===== config.mk =====
export PLATFORM = sky130hd
export DESIGN_NAME = sgmii_tx_sched
export DESIGN_NICKNAME = d
export VERILOG_FILES = /design/src/rtl/sgmii_tx_sched.sv
export SDC_FILE = /design/constraint.sdc
export NUM_CORES = 1
export LEC_CHECK = 0
export CORE_ASPECT_RATIO = 1.25
export CORE_MARGIN = 8
export CORE_UTILIZATION = 40
export CTS_BUF_LIST = sky130_fd_sc_hd__clkbuf_16
export CTS_CLUSTER_DIAMETER = 200
export DETAILED_ROUTE_END_ITERATION = 12
export GPL_TIMING_DRIVEN = 0
export PLACE_DENSITY = 0.65
export SLEW_MARGIN = 20
export SYNTH_ARGS = -nofsm -noshare
export SYNTH_HDL_FRONTEND = slang
export SYNTH_SLANG_ARGS = --single-unit

===== constraint.sdc =====
create_clock -name sgmii_clk_in -period 2.5 [get_ports sgmii_clk_in]
set_input_delay 0.5 -clock sgmii_clk_in [delete_from_list [all_inputs] [get_ports sgmii_clk_in]]
set_output_delay 0.5 -clock sgmii_clk_in [all_outputs]
set_load 0.05 [all_outputs]

===== src/rtl/sgmii_tx_sched.sv =====
// sgmii_tx_sched: chooses one byte per clock for the 8b10b encoder.
// Schedules /I2/ idle sets, /C1/ /C2/ auto-negotiation sets and framed packets
// (/S/, preamble, SFD, payload, pad, /T/, /R/), keeping ordered sets even-aligned.
module sgmii_tx_sched #(
  parameter int unsigned MIN_PAYLOAD = 60,
  parameter int unsigned IFG_SETS    = 6
) (
  input  logic        sgmii_clk_in,
  input  logic        reset,
  input  logic        an_mode,
  input  logic [15:0] an_config,
  input  logic        pkt_valid,
  input  logic [7:0]  pkt_data,
  input  logic        pkt_last,
  output logic        pkt_ready,
  output logic [7:0]  tx_byte,
  output logic        tx_is_k,
  output logic        tx_even,
  output logic        busy,
  output logic        underrun
);

  localparam int unsigned    IfgW   = $clog2(IFG_SETS + 1);
  localparam logic [IfgW-1:0] IfgMax = IfgW'(IFG_SETS);
  localparam logic [15:0]    MinCnt = 16'(MIN_PAYLOAD);

  typedef enum logic [3:0] {
    StIdleK, StIdleD, StCfgK, StCfgId, StCfgLo, StCfgHi,
    StSop, StPre, StSfd, StData, StPad, StEot, StExt
  } state_e;

  state_e          state_q, state_d;
  logic [IfgW-1:0] ifg_q, ifg_d;
  logic [15:0]     cnt_q, cnt_d, cnt_inc;
  logic [2:0]      pre_q, pre_d;
  logic            c2_q, c2_d;
  logic [15:0]     cfg_q, cfg_d;
  logic            underrun_q, underrun_d;
  logic [7:0]      tx_byte_q, byte_d;
  logic            tx_is_k_q, k_d;
  logic            tx_even_q;
  logic            busy_q, busy_d;
  logic            boundary;

  assign cnt_inc = (cnt_q == 16'hFFFF) ? cnt_q : cnt_q + 16'd1;

  // Next-state, chosen byte and side-state updates for the byte chosen this cycle.
  always_comb begin
    state_d    = state_q;
    ifg_d      = ifg_q;
    cnt_d      = cnt_q;
    pre_d      = pre_q;
    c2_d       = c2_q;
    cfg_d      = cfg_q;
    underrun_d = underrun_q;
    byte_d     = 8'h00;
    k_d        = 1'b0;
    pkt_ready  = 1'b0;
    boundary   = 1'b0;
    unique case (state_q)
      StIdleK: begin
        byte_d  = 8'hBC;
        k_d     = 1'b1;
        state_d = StIdleD;
      end
      StIdleD: begin
        byte_d   = 8'h50;
        ifg_d    = (ifg_q == IfgMax) ? ifg_q : ifg_q + 1'b1;
        boundary = 1'b1;
      end
      StCfgK: begin
        byte_d  = 8'hBC;
        k_d     = 1'b1;
        cfg_d   = an_config;
        state_d = StCfgId;
      end
      StCfgId: begin
        byte_d  = c2_q ? 8'h42 : 8'hB5;
        state_d = StCfgLo;
      end
      StCfgLo: begin
        byte_d  = cfg_q[7:0];
        state_d = StCfgHi;
      end
      StCfgHi: begin
        byte_d   = cfg_q[15:8];
        c2_d     = ~c2_q;
        boundary = 1'b1;
        // Leaving config: a packet may start without an idle gap.
        if (!an_mode) ifg_d = IfgMax;
      end
      StSop: begin
        byte_d  = 8'hFB;
        k_d     = 1'b1;
        ifg_d   = '0;
        cnt_d   = '0;
        pre_d   = '0;
        state_d = StPre;
      end
      StPre: begin
        byte_d = 8'h55;
        pre_d  = pre_q + 3'd1;
        if (pre_q == 3'd5) state_d = StSfd;
      end
      StSfd: begin
        byte_d  = 8'hD5;
        state_d = StData;
      end
      StData: begin
        pkt_ready = 1'b1;
        if (pkt_valid) begin
          byte_d = pkt_data;
          cnt_d  = cnt_inc;
          if (pkt_last) state_d = (cnt_inc < MinCnt) ? StPad : StEot;
        end else begin
          // Starved: send /V/ and keep waiting for payload.
          byte_d     = 8'hFE;
          k_d        = 1'b1;
          underrun_d = 1'b1;
        end
      end
      StPad: begin
        byte_d = 8'h00;
        cnt_d  = cnt_inc;
        if (cnt_inc >= MinCnt) state_d = StEot;
      end
      StEot: begin
        byte_d  = 8'hFD;
        k_d     = 1'b1;
        state_d = StExt;
      end
      StExt: begin
        byte_d = 8'hF7;
        k_d    = 1'b1;
        // tx_even_q high means this /R/ lands on an odd slot, so the next set starts even.
        if (tx_even_q) boundary = 1'b1;
      end
      default: state_d = StIdleK;
    endcase
    if (!(state_q inside {StCfgK, StCfgId, StCfgLo, StCfgHi})) c2_d = 1'b0;
    if (boundary) begin
      if (an_mode)                            state_d = StCfgK;
      else if (pkt_valid && (ifg_d >= IfgMax)) state_d = StSop;
      else                                    state_d = StIdleK;
    end
    busy_d = state_q inside {StSop, StPre, StSfd, StData, StPad, StEot, StExt};
  end

  // State and registered outputs; synchronous reset abandons any frame or set.
  always_ff @(posedge sgmii_clk_in) begin
    if (reset) begin
      state_q    <= StIdleK;
      ifg_q      <= '0;
      cnt_q      <= '0;
      pre_q      <= '0;
      c2_q       <= 1'b0;
      cfg_q      <= '0;
      underrun_q <= 1'b0;
      tx_byte_q  <= 8'h00;
      tx_is_k_q  <= 1'b0;
      tx_even_q  <= 1'b0;
      busy_q     <= 1'b0;
    end else begin
      state_q    <= state_d;
      ifg_q      <= ifg_d;
      cnt_q      <= cnt_d;
      pre_q      <= pre_d;
      c2_q       <= c2_d;
      cfg_q      <= cfg_d;
      underrun_q <= underrun_d;
      tx_byte_q  <= byte_d;
      tx_is_k_q  <= k_d;
      tx_even_q  <= ~tx_even_q;
      busy_q     <= busy_d;
    end
  end

  assign tx_byte  = tx_byte_q;
  assign tx_is_k  = tx_is_k_q;
  assign tx_even  = tx_even_q;
  assign busy     = busy_q;
  assign underrun = underrun_q;

endmodule


* Word-level counts from Yosys, hierarchy flattened
Cells that the tools add are included.
Widths: inputs -> output; s select.
** Storage, ports and cells
- Flip-flop bits (word level) :: 55
- Input bits :: 29
- Output and inout port bits :: 13
- Logic and storage cells :: 80
** Operators by class
- Add/subtract/negate cells :: 3
- $lt $le $gt $ge :: 3
- Equality and inequality tests :: 21
- Muxes and demuxes :: 24
- Bitwise logic cells :: 4
- Reduce and logical (&&, ||, !) cells :: 14
** Operator list (count)
- $pmux 8 s11 :: 1
- $pmux 16 s3 :: 1
- $pmux 4 s11 :: 1
- $mux 16 :: 2
- $eq 4x4->1 const B :: 5
- $mux 4 :: 5
- $add 16x1->16 const B :: 1
- $eq 16x16->1 const B :: 1
- $eq 4x3->1 const B :: 4
- $ge 16x6->1 const B :: 1
- $lt 16x6->1 const B :: 1
- $mux 8 :: 2
- $mux 3 :: 4
- $ne 3x3->1 const B :: 4
- $pmux 3 s3 :: 1
- $eq 4x2->1 const B :: 2
- $reduce_bool 7->1 :: 1
- $add 3x1->3 const B :: 2
- $eq 3x3->1 const B :: 2
- $pmux 3 s2 :: 1
- $reduce_or 2->1 :: 3
- $reduce_and 5->1 :: 1
- $reduce_or 5->1 :: 1
- $eq 4x1->1 const B :: 1
- 13 further kinds :: 21

* Longest topological paths before layout
- Word-level depth :: 8
- Gate-level depth with buffers :: 8
- Gate-level depth less buffers :: 8

* Least setup slack after synthesis
Ideal clock, no wire load.
- Path kind :: register -> register
- From :: register state_q[2]
- To :: register state_q[0]
- Library setup time :: 58 ps
- Arrival :: 2531 ps
- Required time :: 2442 ps
- Path slack :: -89 ps
- Cell stages (with the launch flop) :: 8
- Path buffers :: 1
- Period minus slack after synthesis :: 2589 ps
- Path through :: dfxtp_1 -> clkbuf_1 -> or3b_2 -> nor2_1 -> nand2_1 -> a211o_1 -> a21oi_1 -> a211o_1
** Between the ends
- Longest elaborated chain between the ends :: 5
- Elaborated cells on any way between the ends :: 24
- Classes of those cells :: eq/ne (17); mux (3); reduce/logical (4)
** Ends and longest elaborated chain
- start, declared :: RTL line 32 : state_e state_q, state_d;
- start signal, assigned :: RTL line 152 : state_q <= StIdleK;
- start signal, assigned :: RTL line 164 : state_q <= state_d;
- $eq 4x3->1 or $eq 4x1->1 (tied branches) :: RTL line 60 : unique case (state_q)
- $reduce_or 2->1 (no line)
- $pmux 1 s2 :: RTL line 60
- $ne 3x3->1 (no line) or $ne 2x1->1 (tied branches)
- $reduce_and 5->1 (no line)
Several ways; a longest one is shown, not always the timed one.
A chain may end at the register's enable or synchronous reset.

* Worst setup path in the final report
- From :: register cnt_q[1]
- To :: register state_q[0]
** Between the ends
- Longest elaborated chain between the ends :: 8
- Elaborated cells on any way between the ends :: 12
- Classes of those cells :: add/sub (1); order compare (2); eq/ne (2); mux (6); reduce/logical (1)
** Ends and longest elaborated chain
- start, declared :: RTL line 34 : logic [15:0] cnt_q, cnt_d, cnt_inc;
- start signal, assigned :: RTL line 166 : cnt_q <= cnt_d;
- $add 16x1->16 or $eq 16x16->1 (tied branches) :: RTL line 45 : assign cnt_inc = (cnt_q == 16'hFFFF) ? cnt_q : cnt_q + 16'd1;
- $mux 16 * :: RTL line 45
- $lt 16x6->1 :: RTL line 114 : if (pkt_last) state_d = (cnt_inc < MinCnt) ? StPad : StEot;
- $mux 1 :: RTL line 114
- $mux 4 :: RTL line 114
- $mux 4 :: RTL line 111 : if (pkt_valid) begin
- $pmux 4 s11 :: RTL line 60
- $mux 4 :: RTL line 141 : if (boundary) begin
Every way passes the cells marked *; elsewhere a longest branch is shown, timed or not. The select of a mux whose other input is x is not followed.

==> metrics.cfg <==
[timing]
max_freq_mhz=414
tightest_slew_ps=660
clock_skew_ps=4.96
fin_worst_hold_slack_ps=458
fin_ws_ps=84.4
finalCritPeriodShare_pct=96.6
hold_viol_final=0
finalMaxSlewViolations=0
period_needed_ps=2420
tns_ps=0
relSlewSlack_pct=56.0
setup_viol=0

[setup_path]
cp.depth=8
crit_chain=ha_4 -> nand4_4 -> or4_4 -> a211o_1 -> a222oi_1 -> buf_4 -> a41oi_1 -> a211o_1
end_kind=flop
critPathLaunchType=flop
r2r_cells=8
cpMostUsedCell=a211o_1
cp.arrival_ps=2600
crit_family=compound AO/OA/AOI/OAI gates
cpPeakStageDelay_ps=530
crit_fanout=3
crit_buf_inv=1
cp_slowest_cell=or4_4
required_ps=2680
path_class=flop to flop

[clock_network]
clock_sinks=55
path_clk_slew_ps=70
cts_tree=built
cts_root_buffer=clkbuf_16
htree_num_levels=2
cts_hold_buf=0
cts_buffer_depth=2
clk_latency_ps=290
cts_buffers=5

[yosys]
synth-edff-count=0
synth_nets=457
synth_top_family_by_area=simple AND/OR/NAND/NOR gates
yosys.area.top_type=dfxtp_1
synth_area_leaders=dfxtp_1 (35%), nand2_1 (9.5%), a21oi_1 (8.5%)
ys.flop_type=dfxtp_1
syn_area_sq_um=3120
ys_ff_latch=55
avgSynthCellArea_sq_um=7.37
ys_seq_area_share_pct=35.3
yosys_warnings=0
synthCells=423
async_flop_share_pct=0
synthXorXnorAreaFrac_pct=1.69
synth_compound_area_share_pct=23.9
ys_types=54
yosys.area_share.simple_pct=28.5
synthMuxAreaShare_pct=3.61
yosysTopAreaCellShare_pct=35.3
yosys.area_share.adder_pct=2.01

[detailed_routing]
wl_met3_um=533
drt-met1-wl_um=3840
first_pass_iters=6
top_layer_used=met4
drc=0
vias_per_cell=5.79
ant_nets=0
finalWirelength_um=9180
wire_per_inst_um=16.1
drt_iter0_drc=217
vias=3314
dr_wl_met2_um=4620

[global_route]
grt_overflow=0
grt_max_degree=19
grt_pass1_wl_um=15100
grt_pass1_vias=3224
grtUsageTotal_pct=17.0
antenna_found_initial=0

[floorplan]
core_sq_um=7700
num_rows=36
io_pins=42
dieHeight_um=115
die_x_um=95.0
start_util_pct=40.5
die-area_sq_um=10900

[finish]
antenna_cells=0
final_nets=510
syn_to_final_growth_pct=24.8
final_cell_mix=nand2_1 (79), a21oi_1 (53), dfxtp_1 (47)
final_common_cell=nand2_1
utilization_pct=50.5
fill_cells=764
drive_above_1_share_pct=8.60

[flow_run]
maxCapViolCount=0

[power_and_ir_drop]
vdd_drop_max_v=0.000302
cellPowerDensity_nw_per_um2=590
p_leak_nw=1.40

[min_path]
hold_class=flop to flop
hold_depth=2

[place]
io_buffers=40
place_ws_ps=-228
dp_hpwl_um=6850
place.gp.congestion=0.970

[run_status]
status=completed

==> worst register-to-register path, cell delays in order (launching register included) <==
cell and delay [ps]:
dfxtp_4 370, ha_4 150, nand4_4 100, or4_4 530, a211o_1 270, a222oi_1 350
buf_4 180, a41oi_1 100, a211o_1 250
==> final timing paths <==
check | startpoint | end | slack (ps)
hold / removal | cfg_q[13]$_SDFFE_PP0P_ | cfg_q[13]$_SDFFE_PP0P_ | 460
hold reg to reg | cfg_q[13]$_SDFFE_PP0P_ | cfg_q[13]$_SDFFE_PP0P_ | 460
setup reg to reg | cnt_q[1]$_SDFFE_PP0P_ | state_q[0]$_SDFFE_PP0P_ | 80
setup / recovery | cnt_q[1]$_SDFFE_PP0P_ | state_q[0]$_SDFFE_PP0P_ | 80
==> cell families (layout without fill, tap and decap cells) <==
kind of cell             after synthesis  in the layout
buffers and inverters                 39             93
flip-flops                            55             55
XOR/XNOR                               6              6
adder cells (fa/ha/maj)                5              5
AO/OA/AOI/OAI                        122            122
AND/OR/NAND/NOR                      185            185
multiplexers                          11             11
==> per-layer routing <==
metal | track usage [%] | up-vias
met4 | 5.95 | 0
li1 | - | 1633
met3 | 2.49 | 22
met5 | 0 | -
met2 | 31.1 | 134
met1 | 19.2 | 1525
==> flip-flops by register name, summed over array words and instances (netlist names) <==
register,count
cnt_q,16
busy,1
tx_is_k,1
pre_q,3
c2_q,1
tx_even,1
ifg_q,3
tx_byte,8
underrun,1
state_q,4
cfg_q,16
==> power breakdown <==
| group | total [mW] | leakage [nW] | internal [mW] | switching (mW) |
|---|---|---|---|---|
| clock | 0.705 | 0.0664 | 0.375 | 0.329 |
| combinational | 0.625 | 0.885 | 0.223 | 0.402 |
| sequential | 0.966 | 0.452 | 0.935 | 0.0313 |
==> area by class of cell <==
cell class,count,area (sq um),area share [%]
plain buffers,24,104,2.67
inverters,13,48.8,1.25
clock buffers,5,125,3.21
well taps,95,119,3.05
repair buffers,48,455,11.7
clock inverters,3,23.8,0.611
flip-flops and latches,55,1120,28.7
multi-input cells,329,1900,48.8
==> Yosys cell counts (5+ instances only) <==
cell,number
nor2_1,39
inv_1,11
nand4_1,8
nor3_1,9
o21ai_0,24
nand3_1,10
a21oi_1,53
nand2b_1,6
dfxtp_1,55
nor4_1,6
nand2_1,79
a31oi_1,9
mux2i_1,9
or3_1,5
clkbuf_1,22
ha_1,5
==> through the flow <==
step	power [mW]	cells	cell area, sq um
4_1_cts	2.31	569	3840
6_report	2.30	572	3890
2_1_floorplan	1.40	423	3130
3_5_place_dp	1.60	558	3650
5_1_grt	2.40	572	3890
3_3_place_gp	1.60	558	3650
==> timing repair <==
item                                    CTS  global route
endpoints found under the setup margin    2             3
gates resized for setup                  11            14
pin swaps                                 5             2
buffers inserted                          5             3
No activity file was read; power rests on OpenSTA's default activity.
